`src/rtl/reg16_file.sv`:
```
// rtl/reg16_file.sv - 16-bit register file with bus latch, address register and inc/dec unit
// Optional macro REG16_POSTBOOT_INIT_EN: reset to DMG post-boot-ROM register values.
module reg16_file (
    input  logic        i_Clk,
    input  logic        i_Reset,
    input  logic [5:0]  i_Read16,
    input  logic [5:0]  i_Write16,
    input  logic        i_Address_Out,
    input  logic [1:0]  i_Increment16,
    input  logic [5:0]  i_Load16,
    input  logic [15:0] i_Data16,
    output logic [15:0] o_Address,
    output logic [15:0] o_Bus16,
    output logic [15:0] o_PC
);

    localparam int NREG = 6;
    localparam int PC_IDX = 5;

    // Index order: BC, DE, HL, SP, WZ, PC
`ifdef REG16_POSTBOOT_INIT_EN
    localparam logic [15:0] RESET_VALUE [NREG] = '{
        16'h0013, 16'h00D8, 16'h014D, 16'hFFFE, 16'h0000, 16'h0100
    };
`else
    localparam logic [15:0] RESET_VALUE [NREG] = '{
        16'h0000, 16'h0000, 16'h0000, 16'h0000, 16'h0000, 16'h0000
    };
`endif

    logic [15:0] regs [NREG];
    logic [15:0] bus_mux;
    logic [15:0] idu_result;

    // Later iterations override earlier ones, so the highest set index wins.
    always_comb begin
        bus_mux = o_Bus16;
        for (int i = 0; i < NREG; i++) begin
            if (i_Read16[i]) begin
                bus_mux = regs[i];
            end
        end
    end

    always_comb begin
        case (i_Increment16)
            2'b01:   idu_result = o_Bus16 + 16'd1;
            2'b10:   idu_result = o_Bus16 - 16'd1;
            default: idu_result = o_Bus16;
        endcase
    end

    always_ff @(posedge i_Clk) begin
        if (i_Reset) begin
            o_Bus16   <= 16'h0000;
            o_Address <= 16'h0000;
            for (int i = 0; i < NREG; i++) begin
                regs[i] <= RESET_VALUE[i];
            end
        end else begin
            o_Bus16 <= bus_mux;
            if (i_Address_Out) begin
                o_Address <= bus_mux;
            end
            for (int i = 0; i < NREG; i++) begin
                if (i_Load16[i]) begin
                    regs[i] <= i_Data16;
                end else if (i_Write16[i]) begin
                    regs[i] <= idu_result;
                end
            end
        end
    end

    assign o_PC = regs[PC_IDX];

endmodule
```
`config.mk`:
```
export PLATFORM = sky130hd
export DESIGN_NAME = reg16_file
export DESIGN_NICKNAME = d
export VERILOG_FILES = /design/src/rtl/reg16_file.sv
export SDC_FILE = /design/constraint.sdc
export NUM_CORES = 1
export LEC_CHECK = 0
export CAP_MARGIN = 10
export CORE_MARGIN = 3
export CORE_UTILIZATION = 50
export CTS_CLUSTER_SIZE = 14
export DETAILED_ROUTE_END_ITERATION = 6
export PLACE_DENSITY_LB_ADDON = 0.15
export REMOVE_ABC_BUFFERS = 1
export SETUP_SLACK_MARGIN = 0.5
export SLEW_MARGIN = 5
export SYNTH_ARGS = -nofsm -noshare
export SYNTH_HDL_FRONTEND = slang
export SYNTH_SLANG_ARGS = --single-unit
```
`constraint.sdc`:
```
create_clock -name i_Clk -period 4.4 [get_ports i_Clk]
set_clock_uncertainty 0.15 [all_clocks]
set_input_delay 0.44 -clock i_Clk [delete_from_list [all_inputs] [get_ports i_Clk]]
set_output_delay 0.44 -clock i_Clk [all_outputs]
set_load 0.005 [all_outputs]
```
After elaboration in Yosys (flattened, before gate mapping)

Memory sizes are Yosys's and may differ from the RTL's.
Cells that the tools add are included.

Memories: 1
Output and inout bits: 48
Input port bits: 39
Bits in latches: 0
Memory bits (writable): 96
Register bits after elaboration: 32
ROM bits: 0

Order comparisons: 0
Bitwise operators: 12
Add/subtract/negate cells: 2
Divide/modulo/power cells: 0
Equality and inequality tests: 2
Multipliers: 0
Shift-type cells: 0
Reduce and logical (&&, ||, !) cells: 0
Muxes and demuxes: 63

Memory list:

| name | depth | bits a word | rd ports | clocked after memory_dff | write ports | RTL line | RTL |
|---|---|---|---|---|---|---|---|
| regs | 6     | 16          | 6        | 0                        | 6           | 31       | `logic [15:0] regs [NREG];` |

Operator list:

| cell                    | number |
|---|---|
| $mux W16                | 18 |
| $mux W1                 | 44 |
| $pmux W16 S2            | 1 |
| $add A16 B1 Y16 const B | 1 |
| $sub A16 B1 Y16 const B | 1 |
| $or A1 B1 Y1            | 12 |
| $eq A2 B1 Y1 const B    | 1 |
| $eq A2 B2 Y1 const B    | 1 |

Depth between registers and ports, before layout

Gate-level depths: netlist of the first run.

Depth in word-level cells: 6
Mapped depth: 17

Worst setup path after synthesis of the first run

OpenSTA, ideal clock, no wires.

Path type: input to register
Start: input i_Increment16[0]
End: memory regs[1][10], data pin
Data required time: 3.989 ns
Library setup time: 0.261 ns
Slack: 0.332 ns
Buffers on the path: 6
Arrival time: 3.657 ns
Stages on the path: 17
Cells stage by stage: inv_1 > ha_1 > buf_6 > clkbuf_8 > buf_6 > buf_2 > buf_1 > xor2_1 > ha_1 > nand3b_1 > a21boi_0 > o211ai_1 > and3_1 > a2111oi_0 > buf_2 > nor4_1 > a221o_1

RTL lines:

| what        | RTL line | RTL |
|---|---|---|
| from (decl) | 9        | `input logic [1:0] i_Increment16,` |
| to (decl)   | 31       |  |

==> metrics.txt, run 1 <==
RSZ-0062 raised after global routing=no; WHS=0.298 ns; Vias/cell=6.55; Cell Rows=45; final hold vios=0; CP max stage cell=or4b_2; Inserted Diodes=0; critical path cell sequence=clkdlybuf4s50_1 -> ha_1 -> buf_4 -> or4b_2 -> o221ai_1 -> nor2_1 -> a311oi_1 -> nand3b_1 -> and4b_1 -> a211o_1; Largest delay share family, worst path=simple AND/OR/NAND/NOR gates; Post-Route Utilization=61.5%; Fmax=273 MHz; CP Launch Point=i_Increment16[1]; Detailed Route WL=26100 µm; Yosys reg bits=128; Synth top area share=37.0%; Die Area=17100 µm²; clock buffer depth=2; Syn Area/Cell=9.42 µm²; Filler cells=1273; H-Tree Level Count=4; placed insts=1058; Die Y=131 µm; largest net degree at the start of global routing=60; P per Cell Area=383 nW/µm²; clock sink count=128; Worst slew margin=19.8%; EDFF count, synth=96; Synth Area in Simple Gates=20.9%; fraction of layout cells with a size suffix above 1=8.42%; cell depth of the worst setup path=10; mapped cell area=7790 µm²; final setup violating endpoints=0; cts bufs inserted=17; GPL Wtd Cong=0.957; max cap viols=0; first-pass GRT wire length=39000 µm; Max Fanout on Critical Path=24; clock latency on the worst-skew pair=0.43 ns; starting DRC count in detailed routing=718; Layout area overhead=20.0%; multiplexer area fraction after synthesis=5.02%; Period minus WS final=3.67 ns; I/O pins=87; CTS tree=done; Top FF cell, synth=edfxtp_1; Post-Synth XOR/XNOR Area=1.80%; CTS resizes=0; CP Buf/Inv Count=2; Slew Limit Fails=0; Final ANT Viol Nets=0; leakage power=3.43 nW; Synth cell types=66; Synth Area in Compound Gates=20.4%; GRT Total Usage=30.9%; startpoint types=input port; Worst Hold Depth=2; reg2reg path depth=7; Yosys top cell by area=edfxtp_1; post-synthesis adder-cell area fraction=0.482%; initial antenna violation count=1; ys async rst share=0%; CP peak stage delay=0.63 ns; Hold Crit Start=i_Reset; Reg area=3520 µm²; vias in the first global route=6722; YS warnings=0; Final #Nets=932; DRC=0; top-count cell post-synth=nand2_1; Cell Count, Final, Fillers Out=1091; worst path required time=4.44 ns; HP Class=input port to register; Worst setup EP type=register; sequential area share after synthesis=45.2%; largest family of logic cells by synthesized area=simple AND/OR/NAND/NOR gates; Total Power=0.00359 W; worst slew pin tran=1.20 ns; synth cell count leaders=nand2_1 (97), edfxtp_1 (96), nor2_1 (75); WL/cell=24.0 µm; arrival time worst endpoint=3.70 ns; multi-input combinational cell area=3790 µm²; global route total overflow=0; core area=15200 µm²; Setup CP Type=input port to register; Starting Density=51.3%; outcome=complete, no violations; root buf cell=clkbuf_16; port buffer count=86; Clk pin slew, worst setup/hold paths=0.06 ns; reg2reg start=o_Bus16[0]; Die Span X=131 µm; Post-CTS Setup Inserts=0; fin crit share=83.3%; total iterations of the first detailed-routing run=5; CTS hold repair buffers=0; routed via count=7150; Cells after Synth=827; peak supply drop=0.271 mV; hpwl dp=17000 µm; top post-synthesis cells by area=edfxtp_1 (37%), dfxtp_1 (8.2%), nor2b_1 (5.2%)
[power breakdown]
group	internal [W]	switching (W)	leakage, nW
combinational	0.000251	0.000344	1.77
clock	0.000977	0.000554	0.303
sequential	0.00140	0.0000578	1.36
[final timing paths]
path                    to  slack [ns]
max reg2reg    regs[0][15]        0.99
min reg2reg   o_Address[2]        0.35
max            regs[4][14]        0.73
min          o_Address[12]        0.30
[per-layer routing]
| layer | routed length, µm | global-route usage (%) |
|---|---|---|
| met5 | 0 | 0 |
| met4 | 896 | 12.5 |
| met3 | 2290 | 5.77 |
| met2 | 12000 | 48.2 |
| met1 | 10900 | 42.6 |
[registers in the layout, indices dropped and copies added, names as in the netlist]
name and count:
regs 96, o_Address 16, o_Bus16 16
[per-stage QoR]
| stage | setup TNS (ns) | area, µm² | worst slack (ns) |
|---|---|---|---|
| 2_1_floorplan | -3.15 | 7340 | -0.548 |
| 3_5_place_dp | 0 | 8710 | 0.205 |
| 4_1_cts | 0 | 9350 | 0.644 |
| 5_1_grt | 0 | 9350 | 0.555 |
| 3_3_place_gp | 0 | 8710 | 0.271 |
| 6_report | 0 | 9350 | 0.734 |
[cell type report]
class                   count  area share, %
multi-input cells         612           40.6
flip-flops and latches    128           37.7
repair buffers            123           12.1
clock buffers              19           4.84
well taps                 188           2.52
clock inverters            13           1.95
inverters                   8          0.321
[layout by cell type (no fill, tap or decap), types with 3 or more instances in the layout]
master	synthesis	final
nand2_1	97	97
edfxtp_1	96	96
clkdlybuf4s50_1	0	85
nor2_1	75	75
nor2b_1	65	64
o21ai_0	62	62
mux2i_1	38	38
buf_4	4	37
a211oi_1	34	34
dfxtp_1	32	32
a22oi_1	31	31
nor3_1	25	25
o31a_1	17	17
clkbuf_16	0	17
a21oi_1	15	15
a221o_1	15	15
nand3_1	14	14
or3_1	11	11
o211ai_1	10	10
nand2b_1	10	10
nor4_1	10	10
xnor2_1	10	10
inv_1	8	8
nand3b_1	7	7
xor2_1	6	6
a22o_1	6	6
a32o_1	5	5
bufinv_16	0	4
o221ai_1	3	3
a31oi_1	3	3
ha_1	3	3
clkinvlp_4	0	3
[logic make-up (layout without fill, tap and decap cells)]
family,count (synthesis),in the layout
DFF,128,128
muxes,39,39
AOI/OAI and AO/OA,223,223
and+or+nand+nor,331,331
buffers and inverters,87,163
xor gates and xnor gates,16,16
adders and majority gates,3,3
No activity file was read; power rests on OpenSTA's default activity.
==> inputs of run 2 (changes only) <==
==> constraint.sdc (replaced) <==
create_clock -name i_Clk -period 3 [get_ports i_Clk]
set_clock_uncertainty 0.15 [all_clocks]
set_input_delay 0.3 -clock i_Clk [delete_from_list [all_inputs] [get_ports i_Clk]]
set_output_delay 0.3 -clock i_Clk [all_outputs]
set_load 0.005 [all_outputs]
==> run 2 against run 1 <==
Net effect:
- sequential share of layout area down 3.6 points
- clock power is 53% higher
- die area did not move
==> metrics.txt, run 2 (synthesis gave the netlist of run 1 again) <==
max cap viols=0 (unchanged); worst slew pin tran=1.19 ns (was 1.20 ns); initial antenna violation count=0 (was 1); Top reg by flops=regs (unchanged); Layout area overhead=33.4% (was 20.0%); core area=15200 µm² (unchanged); clock latency on the worst-skew pair=0.42 ns (was 0.43 ns); WL/cell=24.2 µm (was 24.0 µm); P per Cell Area=535 nW/µm² (was 383 nW/µm²); Starting Density=51.3% (unchanged); largest net degree at the start of global routing=63 (was 60); total iterations of the first detailed-routing run=5 (unchanged); fin crit share=93.3%; GPL Wtd Cong=1.05 (was 0.957); reg2reg start=o_Bus16[1] (was o_Bus16[0]); Final ANT Viol Nets=0 (unchanged); Die Span X=131 µm (unchanged); Fmax=357 MHz; first-pass GRT wire length=41500 µm (was 39000 µm); CP max stage cell=dfxtp_4 (was or4b_2); clock sink count=128 (unchanged); Cell Count, Final, Fillers Out=1169 (was 1091); RSZ-0062 raised after global routing=yes (was no); Slew Limit Fails=0 (unchanged); fraction of layout cells with a size suffix above 1=21.8% (was 8.42%); placed insts=1124 (was 1058); starting DRC count in detailed routing=1071 (was 718); routed via count=7581 (was 7150); Largest delay share family, worst path=compound AO/OA/AOI/OAI gates (was simple AND/OR/NAND/NOR gates); Period minus WS final=2.80 ns; Worst setup EP type=register (unchanged); port buffer count=86 (unchanged); commonest non-fill, non-tap cell in the layout=buf_4 (was nand2_1); peak supply drop=0.391 mV (was 0.271 mV); Die Area=17100 µm² (unchanged); I/O pins=87 (unchanged); H-Tree Level Count=4 (unchanged); CP peak stage delay=0.37 ns (was 0.63 ns); final hold vios=0 (unchanged); startpoint types=register (was input port); CP Launch Point=o_Bus16[1] (was i_Increment16[1]); cts bufs inserted=17 (unchanged); worst path required time=3.02 ns (was 4.44 ns); DRC=0 (unchanged); commonest non-fill, non-tap cells in the layout=buf_4 (101), nand2_1 (96), edfxtp_1 (96) (was nand2_1 (97), edfxtp_1 (96), clkdlybuf4s50_1 (85)); HP Class=input port to register (unchanged); Inserted Diodes=0 (unchanged); global route total overflow=0 (unchanged); Clk pin slew, worst setup/hold paths=0.06 ns (about the same); GRT Total Usage=32.9% (was 30.9%); arrival time worst endpoint=2.82 ns (was 3.70 ns); Cell Rows=45 (unchanged); Max Fanout on Critical Path=5 (was 24); Final #Nets=1010 (was 932); Vias/cell=6.49 (was 6.55); max reg flops=96 (unchanged); Die Y=131 µm (unchanged); CP Buf/Inv Count=2 (unchanged); biggest regs=regs x96, o_Address x16, o_Bus16 x16 (unchanged); final setup violating endpoints=0 (unchanged); outcome=complete, no violations (unchanged); critical path cell sequence=xor2_2 -> ha_2 -> nor3b_2 -> o21a_1 -> o211ai_1 -> buf_4 -> a21oi_2 -> nand3b_1 -> buf_6 -> a221o_1 (was clkdlybuf4s50_1 -> ha_1 -> buf_4 -> or4b_2 -> o221ai_1 -> nor2_1 -> a311oi_1 -> nand3b_1 -> and4b_1 -> a211o_1); root buf cell=clkbuf_16 (unchanged); Hold Crit Start=i_Reset (unchanged); Worst slew margin=20.4% (was 19.8%); Setup CP Type=register to register (was input port to register); vias in the first global route=7047 (was 6722); leakage power=3.93 nW (was 3.43 nW); CTS hold repair buffers=0 (unchanged); Detailed Route WL=28200 µm (was 26100 µm); hpwl dp=18900 µm (was 17000 µm); clock buffer depth=2 (unchanged); post-route setup TNS=0 ns (unchanged); CTS tree=done (unchanged)
[run 2: cell types whose count changed in the layout (fill, tap and decap cells not counted), moves of 6 or more]
| cell | before | now |
|---|---|---|
| buf_4 | 37 | 101 |
| buf_6 | 0 | 10 |
| dfxtp_1 | 32 | 25 |
| nor4_1 | 10 | 4 |
| o21ai_0 | 62 | 44 |
| o21ai_1 | 0 | 10 |
| o21ai_2 | 0 | 8 |
[run 2: path summary, 6_finish.rpt]
kind	endpoint	slack, ns	cells after the start
setup / recovery	regs[1][14]	0.20	10
hold / removal	o_Address[11]	0.19	2
setup reg to reg	regs[1][14]	0.20	10
hold reg to reg	o_Address[2]	0.35	2
[run 2: cell type report]
| cell class | count | area [µm²] |
|---|---|---|
| fill | 1142 | 4810 |
| multi-input combinational | 612 | 4120 |
| sequential | 128 | 3540 |
| timing repair buffer | 201 | 1810 |
| clock buffer | 20 | 457 |
| tap | 188 | 235 |
| clock inverter | 12 | 205 |
| inverter | 8 | 30.0 |
[run 2: worst register-to-register path, stage by stage (launching register included)]
cell      delay [ns]
dfxtp_4         0.37
xor2_2          0.15
ha_2            0.18
nor3b_2         0.15
o21a_1          0.20
o211ai_1        0.25
buf_4           0.17
a21oi_2         0.04
nand3b_1        0.30
buf_6           0.22
a221o_1         0.36
[run 2: what timing repair did]
item	4_1_cts	5_1_grt
cloned	2	0
endpoints found under the setup margin	78	77
buffers inserted	11	0
pin swaps	25	27
gates resized for setup	68	37
[run 2: power breakdown]
group	switching, W	internal, W
registers	0.0000737	0.00206
logic	0.000599	0.000491
clock network	0.000816	0.00152
[run 2: stage by stage]
stage / util, % / total power [W] / hold slack [ns] / instance area, µm² / worst slack [ns]
after floorplan: - / 0.00258 / 0.222 / 7340 / -1.81
after global placement: 60.8 / 0.00310 / 0.321 / 9250 / -0.621
after detailed placement: 60.8 / 0.00313 / 0.339 / 9250 / -0.623
after CTS: 67.3 / 0.00551 / 0.158 / 10200 / 0.187
after global routing: 68.4 / 0.00573 / 0.198 / 10400 / 0.144
final: 68.4 / 0.00556 / 0.194 / 10400 / 0.201
[run 2: routing by layer]
| layer | global-route usage, % | wire, µm |
|---|---|---|
| met1 | 42.5 | 10800 |
| met2 | 54.4 | 13800 |
| met3 | 6.18 | 2580 |
| met4 | 13.7 | 1060 |
| met5 | 0 | 0 |
==> inputs of run 3 (changes only) <==
--- a/config.mk
+++ b/config.mk
@@ -6,7 +6,6 @@
 export NUM_CORES = 1
 export LEC_CHECK = 0
 export CAP_MARGIN = 10
-export CORE_MARGIN = 3
 export CORE_UTILIZATION = 50
 export CTS_CLUSTER_SIZE = 14
 export DETAILED_ROUTE_END_ITERATION = 6
==> constraint.sdc (replaced) <==
create_clock -name i_Clk -period 3.2 [get_ports i_Clk]
set_clock_uncertainty 0.15 [all_clocks]
set_input_delay 0.32 -clock i_Clk [delete_from_list [all_inputs] [get_ports i_Clk]]
set_output_delay 0.32 -clock i_Clk [all_outputs]
set_load 0.005 [all_outputs]
==> run 3 against run 2 <==
Net effect:
- first-iteration DRC count is 18% lower
- cell count is 0.51% lower
- critical path depth is 1 higher
- sequential power is 7% lower
- via count is 0.49% lower
- clock power is 15% lower
- final area is 0.42% lower
- largest cell class unchanged
- die area is 6.0% lower
- critical endpoint unchanged
- hold slack better by 0.014 ns
- maximum frequency is 3.1% lower
- combinational power is 6% lower
- clock-buffer cell count is 1 lower
==> metrics.txt, run 3 (synthesis gave the netlist of run 1 again) <==
Worst Hold Depth=2 (unchanged); I/O pins=87 (unchanged); startpoint types=register (unchanged); hpwl dp=18100 µm (was 18900 µm); arrival time worst endpoint=2.91 ns (was 2.82 ns); Post-Route Utilization=68.1% (was 68.4%); first-pass GRT wire length=41200 µm (was 41500 µm); CP peak stage delay=0.36 ns (was 0.37 ns); Max Fanout on Critical Path=4 (was 5); WL/cell=23.5 µm (was 24.2 µm); Period minus WS final=2.89 ns (was 2.80 ns); largest net degree at the start of global routing=48 (was 63); root buf cell=clkbuf_16 (unchanged); starting DRC count in detailed routing=883 (was 1071); port buffer count=86 (unchanged); DP Area=9150 µm² (was 9250 µm²); RSZ-0062 raised after global routing=yes (unchanged); reg2reg path depth=11 (was 10); commonest non-fill, non-tap cells in the layout=nand2_1 (96), edfxtp_1 (96), buf_4 (94) (was buf_4 (101), nand2_1 (96), edfxtp_1 (96)); H-Tree Level Count=4 (unchanged); core area=15200 µm² (unchanged); Top reg by flops=regs (unchanged); design area=10400 µm² (about the same); CTS tree=done (unchanged); DRC=0 (unchanged); clock sink count=128 (unchanged); Clk pin slew, worst setup/hold paths=0.06 ns (about the same); GPL Wtd Cong=0.939 (was 1.05); Vias/cell=6.49 (about the same); leakage power=3.89 nW (was 3.93 nW); total iterations of the first detailed-routing run=5 (unchanged); Fmax=346 MHz (was 357 MHz); Crit path top cell by count=buf_4; final setup violating endpoints=0 (unchanged); Starting Density=51.3% (unchanged); GRT Total Usage=34.7% (was 32.9%); HP Class=input port to register (unchanged); placed insts=1110 (was 1124); CTS hold repair buffers=0 (unchanged); Inserted Diodes=0 (unchanged); global route total overflow=0 (unchanged); Final ANT Viol Nets=0 (unchanged); critical path cell sequence=xor2_1 -> ha_2 -> nor3b_4 -> o21a_1 -> buf_6 -> o211ai_1 -> buf_4 -> a21oi_2 -> nand3b_1 -> buf_4 -> a221o_1 (was xor2_2 -> ha_2 -> nor3b_2 -> o21a_1 -> o211ai_1 -> buf_4 -> a21oi_2 -> nand3b_1 -> buf_6 -> a221o_1); Die Area=16100 µm² (was 17100 µm²); fraction of layout cells with a size suffix above 1=21.0% (was 21.8%); routed via count=7544 (was 7581); vias in the first global route=7171 (was 7047); fin crit share=90.3% (was 93.3%); clock buffer depth=2 (unchanged); peak supply drop=0.379 mV (was 0.391 mV); Die Span X=127 µm (was 131 µm); initial antenna violation count=0 (unchanged); Cell Rows=45 (unchanged); worst path required time=3.22 ns (was 3.02 ns); Filler cells=1197 (was 1142); Slew Limit Fails=0 (unchanged); Die Y=127 µm (was 131 µm); Layout area overhead=32.8% (was 33.4%); Worst setup EP type=register (unchanged); Worst slew margin=57.9% (was 20.4%); final hold vios=0 (unchanged); max cap viols=0 (unchanged); Detailed Route WL=27300 µm (was 28200 µm); CP max stage cell=dfxtp_4 (unchanged); Cell Count, Final, Fillers Out=1163 (was 1169); Setup CP Type=register to register (unchanged); worst slew pin tran=0.629 ns (was 1.19 ns); biggest regs=regs x96, o_Address x16, o_Bus16 x16 (unchanged); Final #Nets=1004 (was 1010); cts bufs inserted=17 (unchanged); post-route setup TNS=0 ns (unchanged); outcome=complete, no violations (unchanged); max reg flops=96 (unchanged); clock latency on the worst-skew pair=0.43 ns (was 0.42 ns); P per Cell Area=481 nW/µm² (was 535 nW/µm²)
## run 3: cell types whose count changed in the layout (fill, tap and decap cells not counted), sizes merged
cell | previous run | this run
clkinv | 4 | 7
buf | 115 | 109
dlygate4sd2 | 1 | 0
clkbuf | 20 | 19
bufbuf | 0 | 1
bufinv | 5 | 3
## run 3: timing repair
action / in CTS / in global routing
setup buffers: 17 / 1
resized for setup: 64 / 49
endpoints found under the setup margin: 72 / 60
cloned: 3 / 0
pin swaps: 30 / 26
## run 3: area by class of cell
cell class | count | area [µm²] | share of cell area, %
Inverter | 8 | 30.0 | 0.290
Timing Repair Buffer | 195 | 1800 | 17.4
Tap cell | 188 | 235 | 2.27
Clock inverter | 13 | 164 | 1.58
Clock buffer | 19 | 433 | 4.18
Sequential cell | 128 | 3540 | 34.2
Multi-Input combinational cell | 612 | 4150 | 40.1
## run 3: metrics by stage
stage | total power, W | worst slack (ns) | hold slack [ns]
3_5_place_dp | 0.00291 | -0.811 | 0.335
6_report | 0.00498 | 0.312 | 0.208
2_1_floorplan | 0.00242 | -1.63 | 0.242
5_1_grt | 0.00513 | 0.249 | 0.240
3_3_place_gp | 0.00288 | -0.675 | 0.321
4_1_cts | 0.00492 | 0.354 | 0.202
## run 3: worst paths after layout
check                              startpoint            end  slack, ns
worst max register to register     o_Bus16[1]    regs[1][14]       0.31
worst min-delay path                  i_Reset  o_Address[12]       0.21
worst min register to register  o_Address[10]  o_Address[10]       0.35
worst max-delay path               o_Bus16[1]    regs[1][14]       0.31
## run 3: routing by layer
metal  wire length [µm]  GRT usage, %
met1              10700          44.4
met2              13000          56.5
met3               2600          7.09
met4               1060          16.4
met5                  0             0
## run 3: power breakdown
group | leakage [nW] | total, W | switching [W] | internal [W]
clock network | 0.287 | 0.00198 | 0.000752 | 0.00123
registers | 1.36 | 0.00198 | 0.0000588 | 0.00193
logic | 2.25 | 0.00102 | 0.000560 | 0.000458
total | 3.89 | 0.00498 | 0.00137 | 0.00361
## run 3: critical path: cells and delay by family, from the launching register on
kind	cells	cell delay [ns]
adders and majority gates	1	0.19
buffers and inverters	3	0.52
AOI/OAI and AO/OA	4	0.82
xor gates and xnor gates	1	0.15
and+or+nand+nor	2	0.45
DFF	1	0.36
